File: src/rtl/systola_pkg.sv
// systola_pkg: shared word type, pointer-width helper and pad-counter width for the systolic column buffers
package systola_pkg;
  localparam int WIDTH = 8;
  localparam int PAD_CNT_W = 8;
  typedef logic [WIDTH-1:0] word_t;
  function automatic int ptr_w(input int depth);
    return $clog2(depth);
  endfunction
endpackage

File: src/rtl/outbuf_deskew_if.sv
// outbuf_deskew_if: column-drain bus between the PE column, the deskew buffer and the result reader (ovf present when OUTBUF_OVF_FLAG_EN is defined)
interface outbuf_deskew_if #(parameter int WIDTH = 8);
  logic             start;
  logic             write;
  logic [WIDTH-1:0] din;
  logic             read;
  logic [WIDTH-1:0] dout;
  logic             empty;
  logic             full;
  logic             dvalid;
`ifdef OUTBUF_OVF_FLAG_EN
  logic             ovf;
  modport master (output start, write, din, read, input dout, empty, full, dvalid, ovf);
  modport slave  (input start, write, din, read, output dout, empty, full, dvalid, ovf);
`else
  modport master (output start, write, din, read, input dout, empty, full, dvalid);
  modport slave  (input start, write, din, read, output dout, empty, full, dvalid);
`endif
endinterface

File: src/rtl/outbuf_deskew_mem.sv
// outbuf_mem: DEPTH x WIDTH register array with one synchronous write port and one registered read port
module outbuf_mem
  import systola_pkg::*;
#(
  parameter int WIDTH = 8,
  parameter int DEPTH = 8
) (
  input  logic                    clk,
  input  logic                    rst,
  input  logic                    we_i,
  input  logic [ptr_w(DEPTH)-1:0] waddr_i,
  input  logic [WIDTH-1:0]        wdata_i,
  input  logic                    re_i,
  input  logic [ptr_w(DEPTH)-1:0] raddr_i,
  output logic [WIDTH-1:0]        rdata_o
);
  logic [WIDTH-1:0] mem_q [DEPTH];
  logic [WIDTH-1:0] rdata_q;
  // storage array needs no reset: occupancy lives in the controller's count
  always_ff @(posedge clk) begin
    if (we_i) mem_q[waddr_i] <= wdata_i;
  end
  // read register holds between accepted reads and clears on reset
  always_ff @(posedge clk or posedge rst) begin
    if (rst) rdata_q <= '0;
    else if (re_i) rdata_q <= mem_q[raddr_i];
  end
  assign rdata_o = rdata_q;
endmodule

File: src/rtl/outbuf_deskew.sv
// outbuf_deskew: drops the leading PADDING words of each run and FIFOs the rest with one-cycle read latency (optional sticky ovf via OUTBUF_OVF_FLAG_EN)
module outbuf_deskew
  import systola_pkg::*;
#(
  parameter int WIDTH   = 8,
  parameter int DEPTH   = 8,
  parameter int PADDING = 0
) (
  input logic              clk,
  input logic              rst,
  outbuf_deskew_if.slave   bus
);
  localparam int PW = ptr_w(DEPTH);
  localparam int CW = PW + 1;
  localparam logic [PAD_CNT_W-1:0] PAD = PAD_CNT_W'(PADDING);
  logic [PW-1:0]        wptr_q, wptr_d, rptr_q, rptr_d;
  logic [CW-1:0]        cnt_q, cnt_d;
  logic [PAD_CNT_W-1:0] dcnt_q, dcnt_d;
  logic                 empty_q, full_q, dvalid_q;
  logic                 discard, is_empty, is_full, rd_go, wr_go, wr_drop;
  logic [WIDTH-1:0]     rdata;
  // accept/discard decisions and next-state; start overrides everything in its cycle
  always_comb begin
    is_empty = cnt_q == '0;
    is_full  = cnt_q == CW'(DEPTH);
    discard  = dcnt_q != PAD;
    rd_go    = bus.read & ~bus.start & ~is_empty;
    wr_go    = bus.write & ~bus.start & ~discard & (~is_full | rd_go);
    wr_drop  = bus.write & ~bus.start & ~discard & is_full & ~bus.read;
    wptr_d   = bus.start ? '0 : wptr_q + PW'(wr_go);
    rptr_d   = bus.start ? '0 : rptr_q + PW'(rd_go);
    cnt_d    = bus.start ? '0 : cnt_q + CW'(wr_go) - CW'(rd_go);
    dcnt_d   = bus.start ? '0 : dcnt_q + PAD_CNT_W'(bus.write & discard);
  end
  // control state; flags are registered from the next count so outputs have no input path
  always_ff @(posedge clk or posedge rst) begin
    if (rst) begin
      wptr_q   <= '0;
      rptr_q   <= '0;
      cnt_q    <= '0;
      dcnt_q   <= '0;
      empty_q  <= 1'b1;
      full_q   <= 1'b0;
      dvalid_q <= 1'b0;
    end else begin
      wptr_q   <= wptr_d;
      rptr_q   <= rptr_d;
      cnt_q    <= cnt_d;
      dcnt_q   <= dcnt_d;
      empty_q  <= cnt_d == '0;
      full_q   <= cnt_d == CW'(DEPTH);
      dvalid_q <= rd_go;
    end
  end
  outbuf_mem #(.WIDTH(WIDTH), .DEPTH(DEPTH)) u_mem (
    .clk     (clk),
    .rst     (rst),
    .we_i    (wr_go),
    .waddr_i (wptr_q),
    .wdata_i (bus.din),
    .re_i    (rd_go),
    .raddr_i (rptr_q),
    .rdata_o (rdata)
  );
  assign bus.dout   = rdata;
  assign bus.empty  = empty_q;
  assign bus.full   = full_q;
  assign bus.dvalid = dvalid_q;
`ifdef OUTBUF_OVF_FLAG_EN
  logic ovf_q;
  // sticky overflow: set on a write dropped while full, cleared only by reset or start
  always_ff @(posedge clk or posedge rst) begin
    if (rst) ovf_q <= 1'b0;
    else ovf_q <= bus.start ? 1'b0 : ovf_q | wr_drop;
  end
  assign bus.ovf = ovf_q;
`else
  logic unused_drop;
  assign unused_drop = wr_drop;
`endif
endmodule

File: src/flat_wrapper.sv
// flat-port wrapper written by rule: the top's interface ports become plain ports
module outbuf_deskew_flat import systola_pkg::*;
#(
  parameter int WIDTH   = 8,
  parameter int DEPTH   = 8,
  parameter int PADDING = 0
)
  (clk, rst, bus_start, bus_write, bus_din, bus_read, bus_dout, bus_empty, bus_full, bus_dvalid);
  outbuf_deskew_if #(.WIDTH(WIDTH)) bus_i ();
  input logic clk;
  input logic rst;
  input wire logic [$bits(bus_i.start)-1:0] bus_start;
  input wire logic [$bits(bus_i.write)-1:0] bus_write;
  input wire logic [$bits(bus_i.din)-1:0] bus_din;
  input wire logic [$bits(bus_i.read)-1:0] bus_read;
  output wire logic [$bits(bus_i.dout)-1:0] bus_dout;
  output wire logic [$bits(bus_i.empty)-1:0] bus_empty;
  output wire logic [$bits(bus_i.full)-1:0] bus_full;
  output wire logic [$bits(bus_i.dvalid)-1:0] bus_dvalid;
  assign bus_i.start = bus_start;
  assign bus_i.write = bus_write;
  assign bus_i.din = bus_din;
  assign bus_i.read = bus_read;
  assign bus_dout = bus_i.dout;
  assign bus_empty = bus_i.empty;
  assign bus_full = bus_i.full;
  assign bus_dvalid = bus_i.dvalid;
  outbuf_deskew #(.WIDTH(WIDTH), .DEPTH(DEPTH), .PADDING(PADDING)) u_core (.clk(clk), .rst(rst), .bus(bus_i));
endmodule
File: config.mk
export PLATFORM = sky130hd
export DESIGN_NAME = outbuf_deskew_flat
export DESIGN_NICKNAME = d
export VERILOG_FILES = /design/src/rtl/systola_pkg.sv /design/src/rtl/outbuf_deskew_if.sv /design/src/rtl/outbuf_deskew_mem.sv /design/src/rtl/outbuf_deskew.sv /design/src/flat_wrapper.sv
export SDC_FILE = /design/constraint.sdc
export NUM_CORES = 1
export LEC_CHECK = 0
export ABC_AREA = 1
export CORE_MARGIN = 2
export CORE_UTILIZATION = 64
export CTS_CLUSTER_SIZE = 25
export DETAILED_ROUTE_END_ITERATION = 6
export HOLD_SLACK_MARGIN = 0.08
export PLACE_DENSITY_LB_ADDON = 0.2
export SLEW_MARGIN = 20
export SYNTH_ARGS = -nofsm -noshare
export SYNTH_HDL_FRONTEND = slang
export SYNTH_SLANG_ARGS = --single-unit
File: constraint.sdc
create_clock -name clk -period 3.4 [get_ports clk]
set_input_delay 0.34 -clock clk [delete_from_list [all_inputs] [get_ports clk]]
set_output_delay 0.34 -clock clk [all_outputs]
set_load 0.005 [all_outputs]
# --- Yosys cells after proc, flatten, opt, wreduce, memory -nomap -nowiden ---
# Memory sizes are Yosys's and may differ from the RTL's. A register that Yosys moved wholly into a read port is not among the register bits.
# Index checks and enable logic that the tools add are counted.
word_totals:
  output_inout_bits: 11
  ram_bits: 64
  elab_cells: 35
  n_memories: 1
  register_bits: 21
  in_bits: 13
memory_table:
  columns: ["memory", "words", "width", "read_ports", "rd_ports_with_merged_regs", "write_ports", "line_no", "source"]
  rows:
  - ["u_core.u_mem.mem_q", 8, 8, 1, 1, 1, "outbuf_deskew_mem.sv:17", "logic [WIDTH-1:0] mem_q [DEPTH];"]
op_classes:
  bitwise_logic: 11
  n_reduce_logical: 3
  addsub: 5
  n_eq_ne: 2
  muxes: 6
ops:
  columns: ["cell", "n"]
  rows:
  - ["8-bit adder", 1]
  - ["4-bit equality test (second input constant)", 2]
  - ["4-bit logical NOT", 2]
  - ["8-bit 2-to-1 mux", 1]
  - ["8-bit nonzero test", 1]
  - ["3-bit by 1-bit adder with 3-bit output", 2]
  - ["1-bit AND", 6]
  - ["3-bit 2-to-1 mux", 2]
  - ["4-bit by 1-bit adder with 4-bit output", 1]
  - ["4-bit 2-to-1 mux", 1]
  - ["1-bit inverter", 4]
  - ["4-bit by 1-bit subtractor with 4-bit output", 1]
  - ["1-bit 2-to-1 mux", 2]
  - ["1-bit bitwise OR", 1]

# --- Longest topological paths before layout ---
logic_depth:
  ltp_word: 9
  depth_mapped: 16
  depth_no_buf: 15

# --- Modules after synthesis ---
# From an unflattened synthesis, not the netlist that was laid out.
unflattened:
  cells_unflattened: 425
  hier_area_um2: 4186.5
by_module_without_submodules:
  columns: ["mod", "area_each_um2", "instances", "seq_area_each_um2", "cells_per_inst"]
  rows:
  - ["outbuf_mem", 3091.7, 1, 2122.0, 298]
  - ["outbuf_deskew", 1094.8, 1, 526.8, 127]

# --- Worst setup path before layout ---
# No wires, ideal clock.
synth_timing:
  path_kind: "register to register"
  startpoint: "reg u_core.cnt_q[2]"
  endpoint: "reg u_core.full_q, in the netlist u_core.bus.full"
  t_required_ps: 3282
  synth_period_minus_slack_ps: 2101
  t_arrival_ps: 1983
  stages_incl_launch_ff: 16
  n_path_buf: 1
  setup_ps: 118
  setup_slack_ps: 1299
  path_cell_list: "dfrtp_1 > inv_1 > ha_1 > nand2_1 > nand2_1 > buf_6 > inv_6 > nand2_2 > o21ai_0 > ha_1 > fa_1 > inv_1 > a21oi_1 > nor2_1 > inv_1 > nor2_1"
synth_between:
  elab_chain_cells: 9
  word_cells_on_any_way: 11
  cone_classes: "add/sub (2); eq/ne (2); mux (1); bitwise (5); reduce/logical (1)"
synth_rtl:
  columns: ["element", "line_no", "source"]
  rows:
  - ["start: declaration", "outbuf_deskew.sv:17", "logic [CW-1:0] cnt_q, cnt_d;"]
  - ["start signal: assignment", "outbuf_deskew.sv:48", "cnt_q <= cnt_d;"]
  - ["4-bit logical NOT (*)", "outbuf_deskew.sv:24", "is_empty = cnt_q == '0;"]
  - ["1-bit inverter (*)", "outbuf_deskew.sv:27", "rd_go = bus.read & ~bus.start & ~is_empty;"]
  - ["1-bit AND (*)", "outbuf_deskew.sv:27", null]
  - ["named net u_core.rd_go", "outbuf_deskew.sv:20", "logic discard, is_empty, is_full, rd_go, wr_go, wr_drop;"]
  - ["1-bit bitwise OR", "outbuf_deskew.sv:28", "wr_go = bus.write & ~bus.start & ~discard & (~is_full | rd_go);"]
  - ["1-bit AND", "outbuf_deskew.sv:28", null]
  - ["4-bit by 1-bit adder with 4-bit output", "outbuf_deskew.sv:32", "cnt_d = bus.start ? '0 : cnt_q + CW'(wr_go) - CW'(rd_go);"]
  - ["4-bit by 1-bit subtractor with 4-bit output (*)", "outbuf_deskew.sv:32", null]
  - ["4-bit 2-to-1 mux (*)", "outbuf_deskew.sv:32", null]
  - ["4-bit equality test (*)", "outbuf_deskew.sv:51", "full_q <= cnt_d == CW'(DEPTH);"]
  - ["end signal: assignment", "outbuf_deskew.sv:51", null]
  - ["end: declaration", "outbuf_deskew.sv:19", "logic empty_q, full_q, dvalid_q;"]
# Mark *: on every way through the listed nets, which the timed path passes. The rest lies on a longest branch.

# --- Worst setup path after layout ---
layout_timing:
  startpoint: "reg u_core.cnt_q[2]"
  endpoint: "reg u_core.full_q, in the netlist u_core.bus.full"
layout_between:
  elab_chain_cells: 9
  word_cells_on_any_way: 11
  cone_classes: "add/sub (2); eq/ne (2); mux (1); bitwise (5); reduce/logical (1)"
layout_rtl:
  columns: ["element", "line_no"]
  rows:
  - ["4-bit logical NOT", "outbuf_deskew.sv:24"]
  - ["1-bit inverter", "outbuf_deskew.sv:27"]
  - ["1-bit AND", "outbuf_deskew.sv:27"]
  - ["1-bit bitwise OR", "outbuf_deskew.sv:28"]
  - ["1-bit AND", "outbuf_deskew.sv:28"]
  - ["4-bit by 1-bit adder with 4-bit output", "outbuf_deskew.sv:32"]
  - ["4-bit by 1-bit subtractor with 4-bit output (*)", "outbuf_deskew.sv:32"]
  - ["4-bit 2-to-1 mux (*)", "outbuf_deskew.sv:32"]
  - ["4-bit equality test (*)", "outbuf_deskew.sv:51"]
# Mark *: on every way between the ends. The rest lies on a longest branch, timed or not.

==> flow_metrics.py <==
metrics = {
    "sta": {
        "maxSlewViolCount": 0,
        "fin_hold_ws_ps": 383,
        "tightest_slew_ps": 756,
        "setup-violations-final": 0,
        "grt_setup_unrepaired": "no",
        "min_period_ps": 2560,
        "post-route-period-util_pct": 75.3,
        "fin_skew_ps": 11.7,
        "fmax_mhz": 391,
        "tns_ps": 0,
        "final_hold_viol_count": 0,
        "relSlewSlack_pct": 49.6,
    },
    "layout": {
        "syn_to_final_growth_pct": 12.3,
        "drive_gt1_share_pct": 6.74,
        "layout.nets": 480,
        "final_util_pct": 74.1,
        "num_antenna_cells": 0,
        "post-route-cell-area_um2": 4710,
    },
    "outcome": {
        "outcome": "complete, no violations",
    },
    "worst_setup_path": {
        "cp_data_required_time_ps": 3680,
        "critPathKind": "reg -> reg",
        "cp_max_fo": 11,
        "critPathLaunchType": "flip-flop",
        "ff2ff_path_depth": 13,
        "worst_setup_path_end_kind": "flip-flop",
        "crit_arrival_ps": 2840,
    },
    "power": {
        "switchingPower_uw": 786,
        "p_int_uw": 2070,
        "power-per-cell-area_nw_per_um2": 606,
        "power_leakage_uw": 0.00215,
        "switching_share_pct": 27.5,
        "clockPowerShare_pct": 29.8,
        "vdd_ir_drop_max_v": 0.000486,
        "pwr-share-seq_pct": 48.7,
        "combPwrFrac_pct": 21.5,
        "finalPower_uw": 2860,
    },
    "min_path": {
        "hold_class": "in -> async",
    },
    "place": {
        "hpwl_um": 5160,
        "portBuffers": 23,
        "dpl_cell_area_um2": 4480,
        "gp_congestion": 0.798,
    },
    "clock_network": {
        "clock_latency_ps": 350,
        "cts_buffers": 9,
        "ctsResizeCount": 0,
        "path_clk_slew_ps": 80,
        "cts_hold_buf": 0,
        "clk_path_buf_depth": 2,
        "cts_root_buf": "clkbuf_8",
        "cts_setup_buffers": 0,
        "cts_tree": "built",
        "cts_max_level": 3,
        "cts.sinks": 93,
    },
    "synth": {
        "synth_largest_area_cell": "edfxtp_1",
        "synth_edf_count": 64,
        "ys_types": 24,
        "synth-simple-area-share_pct": 21.2,
        "synth.area.mux_share_pct": 0,
        "async_reset_ff_share_pct": 31.2,
        "yosysMostFrequentCell": "nand2_1",
        "yosys-top-cells-count": "nand2_1, inv_1, edfxtp_1, nand3_1, nor2_1",
        "syn_nets": 449,
        "ys_warn_count": 0,
        "ys_top_cells_by_area": "edfxtp_1, dfrtp_1, nand2_1",
        "synthesis.area_um2": 4190,
        "synth_top_family_by_area": "simple AND/OR/NAND/NOR gates",
        "postSynthCellCount": 424,
        "synth_top_area_share_pct": 45.8,
        "synthAdderAreaFrac_pct": 3.76,
        "synth-seq-cells": 93,
        "ys.flop_type": "edfxtp_1",
        "synth_compound_area_share_pct": 1.43,
        "synthXorXnorAreaFrac_pct": 0.209,
        "ys_seq_area_share_pct": 63.2,
        "syn_avg_cell_area_um2": 9.89,
    },
    "drt": {
        "remaining_drc_errors": 0,
        "dr_total_vias": 2798,
        "drt_iter0_markers": 214,
        "wirelength_um": 8030,
        "wire_per_inst_um": 15.0,
        "drt_pass1_iterations": 5,
        "final_antenna_net_count": 0,
        "viasPerCell": 5.21,
    },
    "floorplanning": {
        "die_area_um2": 7210,
        "core_um2": 6350,
        "start_util_pct": 66.0,
        "die_h_um": 84.9,
        "placementRows": 29,
        "io_pins": 24,
        "fp.dieW_um": 84.9,
    },
    "run": {
        "maxCapViolCount": 0,
    },
    "grt": {
        "grt_pass1_wl_um": 13100,
        "first_global_vias": 2681,
        "overflow": 0,
        "grt_max_degree": 33,
        "grt_antenna_before_repair": 0,
        "track_usage_pct": 24.3,
    },
}
==> critical path, cell delays in order, from the launching register on <==
cell and delay [ps]:
dfrtp_1 360, inv_1 100, ha_1 160, nand2_1 60, nand2_1 350, nand2_1 160
and3_1 200, ha_1 230, fa_1 440, inv_1 80, a21oi_1 60, nor2_1 150
inv_1 60, nor2_1 90
==> power groups by stage <==
| stage | clock, µW | combinational (µW) | sequential, µW |
|---|---|---|---|
| after CTS | 857 | 617 | 1390 |
| after global routing | 899 | 708 | 1400 |
| after global placement | 0 | 594 | 1410 |
| after floorplan | 0 | 422 | 1390 |
| after detailed placement | 0 | 612 | 1410 |
| final | 850 | 614 | 1390 |
==> final cells by class <==
cell class,count,area (µm²)
clock inverters,5,101
flip-flops and latches,93,2650
well taps,77,96.3
repair buffers,33,305
multi-input cells,238,1120
clock buffers,11,131
fillers,434,1640
inverters,80,308
==> flip-flops by register name (all words and copies together), names as in the netlist <==
signal and cells:
u_core.bus.dvalid 1, u_core.bus.empty 1, u_core.bus.full 1, u_core.cnt_q 4, u_core.dcnt_q 8, u_core.rptr_q 3, u_core.u_mem.mem_q 64, u_core.u_mem.rdata_o 8
u_core.wptr_q 3
==> cells by family after synthesis <==
kind of cell	count (synthesis)
AO/OA/AOI/OAI	12
adder cells (fa/ha/maj)	12
flip-flops	93
buffers and inverters	93
XOR/XNOR	1
AND/OR/NAND/NOR	213
==> metrics by stage <==
stage	instances	worst slack [ps]
2_1_floorplan	424	1300
3_5_place_dp	521	601
3_3_place_gp	521	671
6_report	537	841
5_1_grt	537	567
4_1_cts	537	828
==> per-layer routing <==
| metal | up-vias | part of all wire, % | global-route usage [%] |
|---|---|---|---|
| met5 | - | 0 | 0 |
| met4 | 0 | 2.3 | 10.5 |
| met3 | 17 | 6.0 | 3.60 |
| met2 | 81 | 48 | 39.3 |
| met1 | 1296 | 43 | 33.1 |
| li1 | 1404 | - | - |
==> path summary, 6_finish.rpt <==
| path | slack [ps] | startpoint | to |
|---|---|---|---|
| setup / recovery | 840 | u_core.cnt_q[2] | u_core.bus.full |
| hold / removal | 380 | rst | u_core.u_mem.rdata_o[5] |
| setup reg to reg | 840 | u_core.cnt_q[2] | u_core.bus.full |
| hold reg to reg | 490 | u_core.u_mem.rdata_o[1] | u_core.u_mem.rdata_o[1] |
| max in group asynchronous | 2610 | rst | u_core.dcnt_q[1] |
| min in group clk | 490 | u_core.u_mem.rdata_o[1] | u_core.u_mem.rdata_o[1] |
==> cell usage in the layout (no fill, tap or decap), drive strengths merged, types with 2 or more instances in the layout <==
master	instances
nand2	117
edfxtp	64
nand4	3
inv	80
dfrtp	28
nor3	2
clkbuf	11
buf	10
ha	11
o21ai	7
clkdlybuf4s50	23
nand3	52
nor2	37
a21oi	5
bufinv	3
(Power assumes the default switching activity.)
